--- src/rtl/key_debounce.sv ---
// Per-key synchroniser and debounce filter for active-low push-keys.
// It produces an active-high debounced level and one-clock press/release pulses.
module key_debounce #(
  parameter int KEY_NUM    = 4,
  parameter int DEB_CYCLES = 1000000
) (
  input  logic               clk,
  input  logic               rst_n,
  input  logic [KEY_NUM-1:0] key_in,
  output logic [KEY_NUM-1:0] key_state,
  output logic [KEY_NUM-1:0] key_press,
  output logic [KEY_NUM-1:0] key_release,
  output logic               any_press
);

  localparam int CNT_W = $clog2(DEB_CYCLES + 1);
  localparam logic [CNT_W-1:0] CNT_LAST = CNT_W'(DEB_CYCLES - 1);
  localparam logic [CNT_W-1:0] CNT_MAX  = '1;
  localparam logic [CNT_W-1:0] CNT_ONE  = CNT_W'(1);

  typedef enum logic [1:0] {
    IDLE    = 2'd0,
    PRESS_F = 2'd1,
    PRESSED = 2'd2,
    REL_F   = 2'd3
  } state_t;

  function automatic logic [CNT_W-1:0] sat_inc(input logic [CNT_W-1:0] c);
    return (c == CNT_MAX) ? c : c + CNT_ONE;
  endfunction

  // Released pins read as 1, so both flops reset to the released level.
  logic [KEY_NUM-1:0] r_s1;
  logic [KEY_NUM-1:0] r_s2;

  always_ff @(posedge clk or negedge rst_n) begin
    if (!rst_n) begin
      r_s1 <= '1;
      r_s2 <= '1;
    end else begin
      r_s1 <= key_in;
      r_s2 <= r_s1;
    end
  end

  for (genvar k = 0; k < KEY_NUM; k++) begin : g_key
    state_t           r_state;
    state_t           w_state_nxt;
    logic [CNT_W-1:0] r_cnt;
    logic [CNT_W-1:0] w_cnt_nxt;
    logic             r_lvl;
    logic             w_lvl_nxt;
    logic             r_prs;
    logic             w_prs_nxt;
    logic             r_rel;
    logic             w_rel_nxt;

    always_ff @(posedge clk or negedge rst_n) begin
      if (!rst_n) begin
        r_state <= IDLE;
        r_cnt   <= '0;
        r_lvl   <= 1'b0;
        r_prs   <= 1'b0;
        r_rel   <= 1'b0;
      end else begin
        r_state <= w_state_nxt;
        r_cnt   <= w_cnt_nxt;
        r_lvl   <= w_lvl_nxt;
        r_prs   <= w_prs_nxt;
        r_rel   <= w_rel_nxt;
      end
    end

    // The filter states count consecutive samples of the new level; any sample
    // of the old level drops back and discards the partial count.
    always_comb begin
      w_state_nxt = r_state;
      w_cnt_nxt   = r_cnt;
      w_lvl_nxt   = r_lvl;
      w_prs_nxt   = 1'b0;
      w_rel_nxt   = 1'b0;
      case (r_state)
        IDLE: begin
          if (!r_s2[k]) begin
            w_state_nxt = PRESS_F;
            w_cnt_nxt   = CNT_ONE;
          end else begin
            w_cnt_nxt   = '0;
          end
        end
        PRESS_F: begin
          if (r_s2[k]) begin
            w_state_nxt = IDLE;
            w_cnt_nxt   = '0;
          end else if (r_cnt == CNT_LAST) begin
            w_state_nxt = PRESSED;
            w_cnt_nxt   = '0;
            w_lvl_nxt   = 1'b1;
            w_prs_nxt   = 1'b1;
          end else begin
            w_cnt_nxt   = sat_inc(r_cnt);
          end
        end
        PRESSED: begin
          if (r_s2[k]) begin
            w_state_nxt = REL_F;
            w_cnt_nxt   = CNT_ONE;
          end else begin
            w_cnt_nxt   = '0;
          end
        end
        REL_F: begin
          if (!r_s2[k]) begin
            w_state_nxt = PRESSED;
            w_cnt_nxt   = '0;
          end else if (r_cnt == CNT_LAST) begin
            w_state_nxt = IDLE;
            w_cnt_nxt   = '0;
            w_lvl_nxt   = 1'b0;
            w_rel_nxt   = 1'b1;
          end else begin
            w_cnt_nxt   = sat_inc(r_cnt);
          end
        end
        default: begin
          w_state_nxt = IDLE;
          w_cnt_nxt   = '0;
          w_lvl_nxt   = 1'b0;
        end
      endcase
    end

    assign key_state[k]   = r_lvl;
    assign key_press[k]   = r_prs;
    assign key_release[k] = r_rel;
  end

  assign any_press = |key_press;

endmodule
--- config.mk ---
export PLATFORM = sky130hd
export DESIGN_NAME = key_debounce
export DESIGN_NICKNAME = d
export VERILOG_FILES = /design/src/rtl/key_debounce.sv
export SDC_FILE = /design/constraint.sdc
export NUM_CORES = 1
export LEC_CHECK = 0
export BUFFER_PORTS_ARGS = -buffer_cell sky130_fd_sc_hd__buf_2
export CORE_ASPECT_RATIO = 1.1
export CORE_MARGIN = 5
export CORE_UTILIZATION = 65
export CTS_BUF_LIST = sky130_fd_sc_hd__clkbuf_8
export CTS_CLUSTER_SIZE = 28
export DETAILED_ROUTE_END_ITERATION = 6
export PLACE_DENSITY = 0.91
export SYNTH_ARGS = -nofsm -noshare
export SYNTH_HDL_FRONTEND = slang
export SYNTH_SLANG_ARGS = --single-unit
--- constraint.sdc ---
create_clock -name clk -period 3.55 [get_ports clk]
set_input_delay 0.5325 -clock clk [delete_from_list [all_inputs] [get_ports clk]]
set_output_delay 0.5325 -clock clk [all_outputs]
set_load 0.02 [all_outputs]
==> results.rst <==
.. list-table::
   :header-rows: 1

   * - Metric
     - Value
   * - Outcome
     - finished, final reports clean
   * - Sequential fraction of the synthesis area
     - 0.487
   * - Longest individual stage delay on the worst path
     - 610 ps
   * - Complex-gate fraction of the synthesized area
     - 0.113
   * - Kind of end point of the critical path
     - flip-flop
   * - Synth top area share
     - 0.449
   * - Worst-margin pin slew
     - 760 ps
   * - Cell total after placement
     - 668
   * - Die Span Y
     - 107 um
   * - Ys async rst share
     - 1.00
   * - Main synth FF type
     - dfrtp_1
   * - RSZ-0062 raised after global routing
     - no
   * - Residual DRC count
     - 0
   * - Overall power of the completed layout
     - 0.00209 W
   * - Largest fanout on the critical path
     - 20
   * - Clock Root Buffer
     - clkbuf_8
   * - Area occupied by registers
     - 0.00271 mm2
   * - Synthesis-stage register bit count
     - 108
   * - Cell area after technology mapping
     - 0.00557 mm2
   * - Via density
     - 6.20
   * - Most Frequent Cell on Critical Path
     - nand2_1
   * - Syn avg cell area
     - 9.90 um2
   * - # fillers
     - 588
   * - Post-CTS Resized
     - 0
   * - Share of final-layout standard cells stronger than drive strength 1
     - 0.124
   * - Count of unique library cells instantiated by Yosys
     - 59
   * - Final critical-path required period
     - 2390 ps
   * - Final ANT Viol Nets
     - 0
   * - DRC marker count from the first detailed-route iteration
     - 236
   * - Core footprint
     - 0.00836 mm2
   * - Synth Area in Adders
     - 0.00898
   * - Post-synthesis mux area share
     - 0.00359
   * - Final Hold Fails
     - 0
   * - Number of levels the H-tree was split into
     - 3
   * - Number of hold-repair buffers added at the cts stage
     - 0
   * - Number of buffers created by CTS
     - 9
   * - Peak clock frequency supported by timing
     - 418 MHz
   * - CP cell instances
     - ha_1, nand2_1, nor3_1, nand2_1, nand3_1, o32ai_1
   * - Total power divided by cell area
     - 356 mW/mm2
   * - Syn Nets
     - 573
   * - Placed wire-length estimate
     - 7270 um
   * - Horiz. Die Dim
     - 98.3 um
   * - Standard-cell rows
     - 35
   * - Worst setup margin
     - 1160 ps
   * - Tcrit/Tclk final
     - 0.673
   * - Final net count
     - 578
   * - Total iterations of the first detailed-routing run
     - 5
   * - Maximum buffer depth of the clock tree
     - 2
   * - Number of setup buffers added after CTS
     - 0
   * - Routed wirelength normalized by instance count
     - 15.8 um
   * - Most frequent standard cell in the layout excluding fill and tap cells
     - dfrtp_1
   * - Maximum capacitance violations
     - 0
   * - Worst slack after detailed placement
     - 1250 ps
   * - Fraction of the core area covered by cells at the end of the flow
     - 0.702
   * - Area of the multi-input gates
     - 0.00266 mm2
   * - Startpoint types
     - flip-flop
   * - Number of antenna violations at the first check in global routing
     - 0
   * - Post-layout instance count excluding filler cells
     - 684
   * - Class of the worst hold path
     - primary input to async pin
   * - WP data required
     - 3770 ps
   * - Clock tree from TritonCTS
     - yes
   * - Type of the setup path with the least slack
     - flip-flop to flip-flop
   * - Data arrival time of the critical path
     - 2610 ps
   * - Number of ports placed on the die boundary
     - 19
   * - Via count
     - 4241
   * - Leak Pwr
     - 2.36 nW
   * - Total of endpoints with negative setup slack in the final report
     - 0
   * - Critical Path Slowest Stage Cell
     - nand3_1
   * - Count of buffers from port buffering
     - 18
   * - Largest net degree at the start of global routing
     - 56
   * - Routability congestion estimate from global placement
     - 0.861
   * - Post-synthesis to final-layout area growth
     - 5.39%
   * - Most area-hungry cell type in the Yosys netlist
     - dfrtp_1
   * - Overall fraction of global-route tracks in use
     - 0.215
   * - Clock skew after layout
     - 13.6 ps
   * - Peak VDD IR
     - 0.000209 V
   * - Starting density of the core
     - 0.666
   * - Simple-gate area share of the yosys netlist
     - 0.258
   * - Summed negative setup slack over all endpoints
     - 0 ps
   * - Number of warnings printed during yosys synthesis
     - 0
   * - Number of antenna repair diodes
     - 0
   * - Leading post-synthesis cells by cell area
     - dfrtp_1, xnor2_1, nor2_1
   * - Clock latency of the later-clocked register in the worst-skew pair
     - 370 ps
   * - Gate count after technology mapping
     - 563
   * - Final-report max-slew violation count
     - 0
   * - Clock-pin slew on the worst setup and hold paths
     - 100 ps
   * - TritonCTS Sinks
     - 108
   * - Total congestion overflow after global routing
     - 0
   * - Via count of the first global-routing pass
     - 4133
   * - Largest family of logic cells by synthesized area
     - simple AND/OR/NAND/NOR gates
   * - Setup slack, reg-to-reg
     - 1160 ps
   * - Area of the die
     - 0.0105 mm2
   * - Number of enable-type register cells in the synthesized netlist
     - 0
   * - Slew HR
     - 0.492
   * - Top library cells by usage in the layout, fill and taps aside
     - dfrtp_1, nor2_1, xnor2_1
   * - Xor/xnor share of the synthesized area
     - 0.0943
   * - Routed Wire Length
     - 10800 um
   * - Wire length of the first global-routing pass
     - 18900 um
==> through the flow <==
step	hold slack, ps	cell area [um2]
floorplan	237	5570
global placement	346	5670
detailed placement	347	5670
CTS	215	5870
global route	230	5870
finish	192	5870
==> kinds of logic (layout without fill, tap and decap cells) <==
family                     after synthesis  count (layout)
muxes                                    2               2
adders and majority gates                4               4
AOI/OAI and AO/OA                       92              92
buffers and inverters                   36              46
DFF                                    108             108
and+or+nand+nor                        261             261
xor gates and xnor gates                60              60
==> Yosys cell counts, types with 6 or more instances <==
master / n
buf_4: 12
nand4_1: 17
o21ai_0: 8
nand3_1: 28
and3_1: 9
buf_2: 10
xnor2_1: 47
and2_1: 8
nor2_1: 69
dfrtp_1: 100
or3_1: 6
and4_1: 9
a211oi_1: 13
a21oi_1: 29
dfstp_2: 8
nand2_1: 44
inv_1: 9
xor2_1: 13
nor3_1: 23
==> final timing paths <==
kind / depth (start not counted) / from / to
min reg2reg: 0 / r_s1[0] / r_s2[0]
max reg2reg: 6 / g_key[1].r_cnt[0] / g_key[1].r_cnt[0]
max: 6 / g_key[1].r_cnt[0] / g_key[1].r_cnt[0]
max in group asynchronous: 2 / rst_n / r_s1[0]
min in group clk: 1 / key_in[1] / r_s1[1]
min: 1 / rst_n / g_key[1].r_cnt[15]
==> routing by layer <==
layer | up-vias | global-route usage | share of wire
met5 | - | 0 | 0
met1 | 2083 | 0.280 | 0.43
li1 | 2010 | - | -
met3 | 22 | 0.0455 | 0.050
met2 | 126 | 0.356 | 0.51
met4 | 0 | 0.0761 | 0.019
==> critical path, delay by kind of cell, from the launching register on <==
family	cells	cell delay, ps
and+or+nand+nor	4	1390
adders and majority gates	1	230
DFF	1	420
AOI/OAI and AO/OA	1	200
==> report_power, final <==
group,leakage (nW),internal [W],switching (W)
clock network,0.100,0.000344,0.000410
logic,0.797,0.0000214,0.0000501
registers,1.46,0.00125,0.0000171
==> area by class of cell <==
cell class,instances,area share
Clock buffer,10,0.0234
Multi-Input combinational cell,419,0.453
Clock inverter,6,0.0107
Inverter,9,0.00575
Tap cell,111,0.0236
Timing Repair Buffer,21,0.0217
Sequential cell,108,0.462
==> registers in the layout, summed over array words and instances, names as in the netlist, named ones only <==
register       count
g_key.r_cnt       80
g_key.r_lvl        4
g_key.r_prs        4
g_key.r_rel        4
g_key.r_state      4
r_s1               4
r_s2               4
No activity file was read; power rests on OpenSTA's default activity.
